File: src/rtl/abc_seq_monitor.sv
// Sequence monitor: checks a, then a run of b&&c samples of MIN_LEN..MAX_LEN, then a terminator.
// It reports pass/fail pulses, the cause of the last failure, the run length and saturating counters.
module abc_seq_monitor #(
    parameter int unsigned MIN_LEN = 1,
    parameter int unsigned MAX_LEN = 8
) (
    input  logic       clk,
    input  logic       rst_n,
    input  logic       a,
    input  logic       b,
    input  logic       c,
    output logic       pass,
    output logic       fail,
    output logic [1:0] fail_code,
    output logic       busy,
    output logic [7:0] run_len,
    output logic [7:0] pass_cnt,
    output logic [7:0] fail_cnt
);

    typedef enum logic [1:0] {
        IDLE  = 2'd0,
        ARMED = 2'd1,
        RUN   = 2'd2
    } state_e;

    localparam logic [1:0] CODE_SHORT    = 2'd0;
    localparam logic [1:0] CODE_NO_START = 2'd1;
    localparam logic [1:0] CODE_OVERFLOW = 2'd2;
    localparam logic [1:0] CODE_ILLEGAL  = 2'd3;

    localparam logic [7:0] MIN_L = 8'(MIN_LEN);
    localparam logic [7:0] MAX_L = 8'(MAX_LEN);

    state_e     state_q, state_d;
    logic [7:0] count_q, count_d;
    logic       pass_q, pass_d;
    logic       fail_q, fail_d;
    logic [1:0] fail_code_q, fail_code_d;
    logic [7:0] run_len_q, run_len_d;
    logic [7:0] pass_cnt_q, pass_cnt_d;
    logic [7:0] fail_cnt_q, fail_cnt_d;

    always_comb begin
        // NOTE: every signal gets a default first so no path leaves it unassigned (no latches).
        state_d     = state_q;
        count_d     = count_q;
        pass_d      = 1'b0;
        fail_d      = 1'b0;
        fail_code_d = fail_code_q;
        run_len_d   = run_len_q;

        unique case (state_q)
            IDLE: begin
                if (a) state_d = ARMED;
            end
            ARMED: begin
                if (!a && b && c) begin
                    state_d = RUN;
                    count_d = 8'd1;
                end else begin
                    state_d     = IDLE;
                    fail_d      = 1'b1;
                    fail_code_d = CODE_NO_START;
                end
            end
            RUN: begin
                // The run length reported on any exit from RUN is the count before this sample.
                if (a) begin
                    state_d     = IDLE;
                    fail_d      = 1'b1;
                    fail_code_d = CODE_ILLEGAL;
                    run_len_d   = count_q;
                end else if (b && c) begin
                    if (count_q == MAX_L) begin
                        state_d     = IDLE;
                        fail_d      = 1'b1;
                        fail_code_d = CODE_OVERFLOW;
                        run_len_d   = count_q;
                    end else begin
                        count_d = count_q + 8'd1;
                    end
                end else if (b) begin
                    state_d   = IDLE;
                    run_len_d = count_q;
                    if (count_q >= MIN_L) begin
                        pass_d = 1'b1;
                    end else begin
                        fail_d      = 1'b1;
                        fail_code_d = CODE_SHORT;
                    end
                end else begin
                    state_d     = IDLE;
                    fail_d      = 1'b1;
                    fail_code_d = CODE_ILLEGAL;
                    run_len_d   = count_q;
                end
            end
            default: state_d = IDLE;
        endcase

        pass_cnt_d = (pass_d && pass_cnt_q != 8'hFF) ? pass_cnt_q + 8'd1 : pass_cnt_q;
        fail_cnt_d = (fail_d && fail_cnt_q != 8'hFF) ? fail_cnt_q + 8'd1 : fail_cnt_q;
    end

    always_ff @(posedge clk or negedge rst_n) begin
        if (!rst_n) begin
            state_q     <= IDLE;
            count_q     <= 8'd0;
            pass_q      <= 1'b0;
            fail_q      <= 1'b0;
            fail_code_q <= CODE_SHORT;
            run_len_q   <= 8'd0;
            pass_cnt_q  <= 8'd0;
            fail_cnt_q  <= 8'd0;
        end else begin
            // NOTE: non-blocking updates so every register sees the pre-edge values.
            state_q     <= state_d;
            count_q     <= count_d;
            pass_q      <= pass_d;
            fail_q      <= fail_d;
            fail_code_q <= fail_code_d;
            run_len_q   <= run_len_d;
            pass_cnt_q  <= pass_cnt_d;
            fail_cnt_q  <= fail_cnt_d;
        end
    end

    assign pass      = pass_q;
    assign fail      = fail_q;
    assign fail_code = fail_code_q;
    assign busy      = (state_q != IDLE);
    assign run_len   = run_len_q;
    assign pass_cnt  = pass_cnt_q;
    assign fail_cnt  = fail_cnt_q;

endmodule

File: config.mk
export PLATFORM = sky130hd
export DESIGN_NAME = abc_seq_monitor
export DESIGN_NICKNAME = d
export VERILOG_FILES = /design/src/rtl/abc_seq_monitor.sv
export SDC_FILE = /design/constraint.sdc
export NUM_CORES = 1
export LEC_CHECK = 0
export CAP_MARGIN = 10
export CORE_UTILIZATION = 44
export DETAILED_ROUTE_END_ITERATION = 16
export GPL_ROUTABILITY_DRIVEN = 1
export GPL_TIMING_DRIVEN = 0
export PLACE_DENSITY = 0.73
export SETUP_SLACK_MARGIN = 0.02
export SYNTH_ARGS = -nofsm -noshare
export SYNTH_HDL_FRONTEND = slang
export SYNTH_SLANG_ARGS = --single-unit
File: constraint.sdc
create_clock -name clk -period 1.9 [get_ports clk]
set_input_delay 0.38 -clock clk [delete_from_list [all_inputs] [get_ports clk]]
set_output_delay 0.38 -clock clk [all_outputs]
set_load 0.05 [all_outputs]
======== Word level (Yosys, flattened, before mapping) ========
Index checks and enable logic that the tools add are counted.
word-level totals
  flip-flop bits (word level) ............. 38
  latch bits .............................. 0
  RAM bits ................................ 0
  ROM bits ................................ 0
  input port bits ......................... 5
  word-level logic and storage cells ...... 72
  memories ................................ 0
cells by class
  add/sub/neg operators ................... 3
  $mul .................................... 0
  divide/modulo/power cells ............... 0
  magnitude comparators ................... 1
  equality and inequality tests ........... 14
  shift operators ......................... 0
  mux-type cells .......................... 33
  bitwise gates (word level) .............. 0
  reductions and logical operators ........ 13
operators with widths
  cell                 number
  $mux 8               7
  $add 8x1->8 const B  3
  $mux 2               11
  $ne 8x8->1 const B   2
  $pmux 8 s2           1
  $ne 2x2->1 const B   6
  $mux 1               11
  $eq 8x4->1 const B   1
  $ge 8x1->1 const B   1
  $pmux 2 s3           1
  $logic_and 1x1->1    5
  $ne 5x5->1 const B   1
  $reduce_and 5->1     1
  $ne 4x4->1 const B   1
  $pmux 2 s2           1
  $reduce_and 2->1     2
  $reduce_and 4->1     1
  $reduce_bool 2->1    2
  $ne 3x2->1 const B   1
  $eq 2x1->1 const B   1
  $eq 2x2->1 const B   1
  $logic_not 2->1      1
  $pmux 1 s2           1
  $logic_not 1->1      1

======== Depth between registers and ports, before layout ========
Gate-level depths: netlist of the first run.
  depth in word-level cells ............... 7
  depth in mapped cells ................... 8
  depth with buffers taken out ............ 7

======== Least setup slack after synthesis of the first run ========
No wires, ideal clock.
  path kind ............................... flip-flop to flip-flop
  start ................................... reg state_q[0]
  end ..................................... reg fail_cnt_q[1], in the netlist fail_cnt[1]
  arrival ................................. 1.878 ns
  data required time ...................... 1.775 ns
  path slack .............................. -0.103 ns
  cell stages (with the launch flop) ...... 9
  buffers on the path ..................... 1
  clock period less this slack ............ 2.003 ns
  cell sequence ........................... dfrtp_1 -> inv_1 -> ha_1 -> clkbuf_1 -> nor2_1 -> o22ai_1 -> a32oi_1 -> nor2_1 -> mux2_2
between the ends
  cells in the longest elaborated chain, start to end .. 3
  elaborated cells between the ends (all ways) .. 4
  classes of those cells .................. eq/ne: 2; mux: 1; reduce/logical: 1
RTL lines
  item                                             RTL line  RTL
  start, declared                                  35        state_e state_q, state_d;
  start signal, assigned                           118       state_q <= state_d;
  $eq 2x2->1 / $eq 2x1->1 (equally long branches)  53        unique case (state_q)
  $pmux 1 s2 (*)                                   53
  $logic_and 1x1->1 (*)                            103       fail_cnt_d = (fail_d && fail_cnt_q != 8'hFF) ? fail_cnt_q + 8'd1 : fail_cnt_q;
  end signal, assigned                             125       fail_cnt_q <= fail_cnt_d;
  end, declared                                    42        logic [7:0] fail_cnt_q, fail_cnt_d;
Every way passes the cells marked *; elsewhere a longest branch is shown, timed or not.
A chain may end at the register's enable or synchronous reset.

======== Worst setup path in the final report of the first run ========
  start ................................... reg count_q[4]
  end ..................................... reg pass_cnt_q[1], in the netlist pass_cnt[1]
between the ends
  cells in the longest elaborated chain, start to end .. 7
RTL lines
  item                    RTL line  RTL
  start, declared         36        logic [7:0] count_q, count_d;
  start signal, assigned  119       count_q <= count_d;
  $ge 8x1->1              86        if (count_q >= MIN_L) begin
  $mux 1                  86
  $mux 1                  83        end else if (b) begin
  $mux 1                  74        end else if (b && c) begin
  $mux 1                  69        if (a) begin
  $mux 1                  53
  $logic_and 1x1->1       102       pass_cnt_d = (pass_d && pass_cnt_q != 8'hFF) ? pass_cnt_q + 8'd1 : pass_cnt_q;
  end signal, assigned    124       pass_cnt_q <= pass_cnt_d;
  end, declared           41        logic [7:0] pass_cnt_q, pass_cnt_d;
Every way passes these cells.

==> results.txt, run 1 <==
Ys flop type: dfrtp_1
Hold-fix buffers, CTS: 0
Leakage: 1.291 nW
CP max stage delay: 0.57 ns
Starting Density: 46.47%
Avg Cell Area, Syn: 11.36 µm²
Nets@finish: 237
CP Capture Type: register
Proportion of synthesized area in mux cells: 8.892%
EDFF count, synth: 0
Vias in the first global route: 1463
Worst path cell trace: or4_4 -> o41ai_4 -> buf_4 -> a41oi_4 -> mux2_4
Final setup vio count: 4
Final slew viol count: 0
Worst skew pair latency: 0.29 ns
Pwr Total: 0.003066 W
WS Path Type: reg -> reg
DP Area: 2292 µm²
# H-tree levels: 2
Die width: 67.46 µm
Drt wl/cell: 15.49 µm
WP buf/inv: 1
Drt via density: 5.358
Largest family of logic cells by synthesized area: simple AND/OR/NAND/NOR gates
Clock network power share: 18.9%
DR iter-0 viols: 77
Async SR Flop Fraction: 100.0%
Minimum clock period after layout: 1.932 ns
Critical Path Fanout Max: 7
Die area: 4551 µm²
Worst-Margin Slew: 0.8106 ns
Simple-gate share of the synthesized area: 18.18%
TritonCTS clock tree: built
Synth Area in Compound Gates: 6.370%
Cell family with most CP delay: simple AND/OR/NAND/NOR gates
Final WS setup: -0.03186 ns
ANT nets after route: 0
Root Buffer: clkbuf_8
Worst Hold Class: in -> async
Post-Synth Adder-Cell Area: 5.972%
Logic pwr share: 44.8%
Smallest hold slack: 0.1740 ns
Final Hold Viols: 0
Clock-pin slew on the worst setup and hold paths: 0.08 ns
IO Count: 34
Xor and xnor area share after synthesis: 7.896%
Slowest CP cell: or4_4
WP depth: 5
Max Cap Violations: 0
Clock tree buffer depth: 2
Via count: 1468
Post-detail-place hpwl: 2642 µm
Rows: 23
Register Area: 953.4 µm²
Synthesis-to-layout area growth: 40.01%
Post-Syn Nets: 180
Mapped Cells: 166
Flop pwr share: 36.2%
Sw Share: 42.62%
Sequential cell area fraction in the yosys report: 50.43%
# DRC: 0
Fin area: 2640 µm²
Worst EP arrival: 2.11 ns
Skew final: 0.006018 ns
Unrepaired setup endpoints after global routing: true
GPL Wtd Cong: 0.8083
Pwr dens: 1161 nW/µm²
Total grt overflow: 0
Multi-input gate area: 1033 µm²
Global-route wire length before repair: 6824 µm
Outcome: finished, violations left
DR pass1 iterations: 4
Clock sink count: 38
Core area: 4058 µm²
Layout cells sized above 1: 31.70%
CTS buffer count: 5
Failing checks: setup timing
Buffers on Ports: 33
Seq cells post-synth: 38
Required @ worst endpoint: 2.08 ns
Period utilisation layout: 101.7%
Slew headroom: 45.96%
Initial antenna violation count: 0
Peak supply drop: 1064 µV
Total Wirelength: 4244 µm
Worst setup SP type: register
Max Fclk: 517.6 MHz
Synthesized cell area: 1886 µm²
Fillers: 308
Worst r2r path cells: 5
Internal power: 0.001760 W
Die Y: 67.46 µm
P_sw: 0.001307 W
Ant. Diodes: 0
Netlist cell types: 33
Pin count of the biggest net entering global routing: 39
YS warnings: 0
Setup slack at placement: -0.3493 ns
Final Util: 65.06%
Gr usage total: 20.43%
==> power groups by stage <==
stage | logic (W) | registers [W] | clock network (W)
after global routing | 0.00147 | 0.00113 | 0.000637
after global placement | 0.00116 | 0.00111 | 0
final | 0.00137 | 0.00111 | 0.000581
after detailed placement | 0.00120 | 0.00112 | 0
after CTS | 0.00133 | 0.00111 | 0.000596
after floorplan | 0.000469 | 0.00146 | 0
==> metrics by stage <==
| stage | setup TNS (ns) | std cells |
|---|---|---|
| 2_1_floorplan | 0 | 166 |
| 4_1_cts | -0.1629 | 271 |
| 3_5_place_dp | -9.155 | 249 |
| 3_3_place_gp | -20.91 | 249 |
| 5_1_grt | -0.7309 | 274 |
| 6_report | -0.08583 | 274 |
==> final cells by class <==
cell class | instances | area share [%]
clock buffers | 6 | 3.128
well taps | 50 | 2.370
flip-flops and latches | 38 | 36.11
inverters | 8 | 1.137
plain buffers | 1 | 0.1896
clock inverters | 2 | 0.4739
multi-input cells | 117 | 39.15
repair buffers | 52 | 17.44
==> cell usage after synthesis (all sizes together), types with 2 or more instances <==
library cell | number | area, µm²
dfrtp | 38 | 950.9
mux2 | 14 | 157.7
nor2 | 13 | 48.80
xor2 | 12 | 105.1
nand2 | 11 | 41.29
nand4 | 11 | 68.82
ha | 9 | 112.6
inv | 8 | 30.03
nand3 | 8 | 40.04
nor3 | 6 | 30.03
xnor2 | 5 | 43.79
and3 | 4 | 25.02
and2 | 3 | 18.77
a21oi | 2 | 10.01
and4bb | 2 | 25.02
clkbuf | 2 | 7.510
nand2b | 2 | 12.51
o21ai | 2 | 10.01
==> layout by cell type (no fill, tap or decap), types with 2 or more instances in the layout <==
cell             synthesis  routed
and2_1                   3       3
dfrtp_1                 38      36
a21oi_1                  2       2
nor3_2                   0       3
mux2_4                   0       2
xnor2_1                  5       5
buf_4                    0      18
ha_1                     9       7
dlygate4sd2_1            0      16
mux2_2                  12      12
nor2_1                  13       9
and4bb_2                 2       2
nor3_1                   6       2
inv_1                    8       6
nand4_1                 11      11
o21ai_0                  2       2
nand2_1                 11      10
buf_2                    1       2
xor2_1                  12      12
and3_1                   4       4
nor2_2                   0       3
nand3_1                  8       7
clkdlybuf4s50_1          0      12
inv_2                    0       2
clkbuf_8                 0       6
dlymetal6s2s_1           0       3
dfrtp_2                  0       2
==> registers in the layout, indices dropped and copies added, names as in the netlist <==
name	count
count_q	8
fail	1
fail_cnt	8
fail_code	2
pass	1
pass_cnt	8
run_len	8
state_q	2
==> layer usage <==
layer | routed length (µm) | vias up | GRT usage (%)
met5 | 0 | - | 0
met1 | 1950 | 727 | 26.45
li1 | - | 697 | -
met4 | 72 | 0 | 9.574
met2 | 2026 | 36 | 31.31
met3 | 194 | 8 | 5.743
==> logic make-up (layout without fill, tap and decap cells) <==
family                     count (synthesis)  in the layout
and+or+nand+nor                           64             64
DFF                                       38             38
xor gates and xnor gates                  17             17
muxes                                     15             15
AOI/OAI and AO/OA                         12             12
buffers and inverters                     11             69
adders and majority gates                  9              9
==> final timing paths <==
kind,from,to,slack (ns)
setup / recovery,count_q[4],pass_cnt[1],-0.03
hold / removal,rst_n,run_len[0],0.17
setup reg to reg,count_q[4],pass_cnt[1],-0.03
hold reg to reg,pass_cnt[5],pass_cnt[5],0.49
max in group asynchronous,rst_n,count_q[0],1.16
min in group clk,a,state_q[0],0.46
==> repair_timing <==
action,4_1_cts,5_1_grt
pin swaps,11,8
resized for setup,38,14
buffers inserted,15,4
endpoints found under the setup margin,50,34
(Power assumes the default switching activity.)
==> inputs of run 2 (changes only) <==
--- a/config.mk
+++ b/config.mk
@@ -6,11 +6,11 @@
 export NUM_CORES = 1
 export LEC_CHECK = 0
 export CAP_MARGIN = 10
-export CORE_UTILIZATION = 44
+export CORE_UTILIZATION = 47
 export DETAILED_ROUTE_END_ITERATION = 16
 export GPL_ROUTABILITY_DRIVEN = 1
 export GPL_TIMING_DRIVEN = 0
-export PLACE_DENSITY = 0.73
+export PLACE_DENSITY = 0.78
 export SETUP_SLACK_MARGIN = 0.02
 export SYNTH_ARGS = -nofsm -noshare
 export SYNTH_HDL_FRONTEND = slang
==> run 2 against run 1 <==
  * The flow still finishes with violations (setup timing)
  * Worst setup slack worse by 0.053 ns
  * Core utilization grew 7.0 points
  * Global-route usage is 2.0 points higher
  * Non-clock buffer count grew 3
  * Cell count grew 0.36%
  * Register-to-register slack worse by 0.05 ns
  * Combinational power rose by 7%
  * Hold slack improved by 0.0096 ns
  * Design area increased by 2.2%
  * Highest routed layer unchanged
==> results.txt, run 2 (synthesis gave the netlist of run 1 again) <==
Post-detail-place hpwl: 2591 µm
Worst Hold Class: in -> async
Period utilisation layout: 104.5%
TritonCTS clock tree: built
Starting Density: 50.37%
Most frequent cells in the layout: dfrtp_1, buf_4, dlygate4sd2_1
Nets@finish: 240
Clock tree buffer depth: 2
Gr usage total: 22.45%
Unrepaired setup endpoints after global routing: true
Worst EP arrival: 2.15 ns
Final setup vio count: 6
# H-tree levels: 2
Final WS setup: -0.08487 ns
Final slew viol count: 0
Total grt overflow: 0
Flop pwr share: 35.6%
Sw Share: 42.69%
Drt via density: 5.560
CTS buffer count: 5
Via count: 1529
Global-route wire length before repair: 7031 µm
Total Wirelength: 4593 µm
Layout cells sized above 1: 33.92%
Core area: 3744 µm²
Minimum clock period after layout: 1.985 ns
Vias in the first global route: 1496
Pin count of the biggest net entering global routing: 39
Initial antenna violation count: 0
Buffers on Ports: 33
# DRC: 0
Commonest non-fill, non-tap cell in the layout: dfrtp_1
Skew final: 0.006217 ns
Setup TNS: -0.2134 ns
Internal power: 0.001795 W
P_sw: 0.001337 W
Placed Instances: 247
Logic pwr share: 46.6%
Rows: 22
Max Cap Violations: 0
Synthesis-to-layout area growth: 43.13%
Final Hold Viols: 0
Critical Path Fanout Max: 6
Die Y: 65.34 µm
Drt wl/cell: 16.70 µm
Leakage: 1.357 nW
Clock-pin slew on the worst setup and hold paths: 0.07 ns
Root Buffer: clkbuf_8
Max Fclk: 503.8 MHz
Outcome: finished, violations left
Clock sink count: 38
IO Count: 34
Smallest hold slack: 0.1836 ns
Fillers: 258
Failing checks: setup timing
Die width: 65.34 µm
Required @ worst endpoint: 2.07 ns
Final std cells w/o fill: 275
CP Capture Type: register
DR iter-0 viols: 72
ANT nets after route: 0
Pwr dens: 1160 nW/µm²
Clock network power share: 17.9%
Ant. Diodes: 0
Slew headroom: 45.80%
WS Path Type: reg -> reg
Peak supply drop: 884.7 µV
Die area: 4269 µm²
Worst setup SP type: register
Worst skew pair latency: 0.28 ns
DR pass1 iterations: 4
GPL Wtd Cong: 0.8540
Worst-Margin Slew: 0.8131 ns
Setup slack at placement: -0.3604 ns
run 2: cell count changes in the layout (fill, tap and decap cells not counted), moves of 2 or more:
cell / before / now
dlymetal6s2s_1: 3 / 6
ha_1: 7 / 4
buf_4: 18 / 20
dlygate4sd2_1: 16 / 14
ha_4: 1 / 3
nor2_2: 3 / 1
run 2: worst paths after layout:
kind | start | end | slack (ns) | depth (start not counted)
setup / recovery | count_q[6] | fail_cnt[7] | -0.08 | 5
hold / removal | rst_n | state_q[1] | 0.18 | 1
setup reg to reg | count_q[6] | fail_cnt[7] | -0.08 | 5
hold reg to reg | pass_cnt[4] | pass_cnt[4] | 0.48 | 1
max in group asynchronous | rst_n | count_q[0] | 1.15 | 1
min in group clk | pass_cnt[4] | pass_cnt[4] | 0.48 | 1
run 2: layout make-up:
type | instances | area, µm² | share of cell area, %
clock buffers | 7 | 86.33 | 3.199
clock inverters | 1 | 5.005 | 0.1854
well taps | 48 | 60.06 | 2.225
repair buffers | 55 | 490.5 | 18.17
flip-flops and latches | 38 | 952.2 | 35.28
plain buffers | 1 | 5.005 | 0.1854
inverters | 8 | 30.03 | 1.113
multi-input cells | 117 | 1070 | 39.64
run 2: metal layers:
layer  GRT usage [%]  wire (µm)
met1           27.40       1910
met2           37.24       2385
met3           5.903        227
met4           9.783         70
met5               0          0
run 2: power groups by stage:
stage	Clock, W	Combinational (W)	Sequential [W]
detailed placement	0	0.00119	0.00112
CTS	0.000567	0.00130	0.00111
global route	0.000607	0.00154	0.00113
global placement	0	0.00117	0.00112
finish	0.000559	0.00146	0.00111
floorplan	0	0.000469	0.00146
run 2: stage by stage:
stage	utilization (%)	power, W	cell area, µm²
final	72.09	0.003131	2699
after global routing	72.09	0.003284	2699
after CTS	68.12	0.002975	2550
after detailed placement	61.16	0.002310	2290
after global placement	61.30	0.002284	2295
after floorplan	-	0.001926	1904
run 2: worst max-delay path, stage by stage (launching register included):
cell	delay, ns
dfrtp_1	0.42
or4_4	0.58
nor2_4	0.12
a32oi_4	0.17
nor3_2	0.25
mux2_4	0.32
run 2: repair_timing:
| action | CTS | global route |
|---|---|---|
| gates resized for setup | 32 | 30 |
| hold buffers | 0 | 0 |
| pin swaps | 6 | 13 |
| buffers inserted | 14 | 8 |
| endpoints found under the setup margin | 46 | 41 |
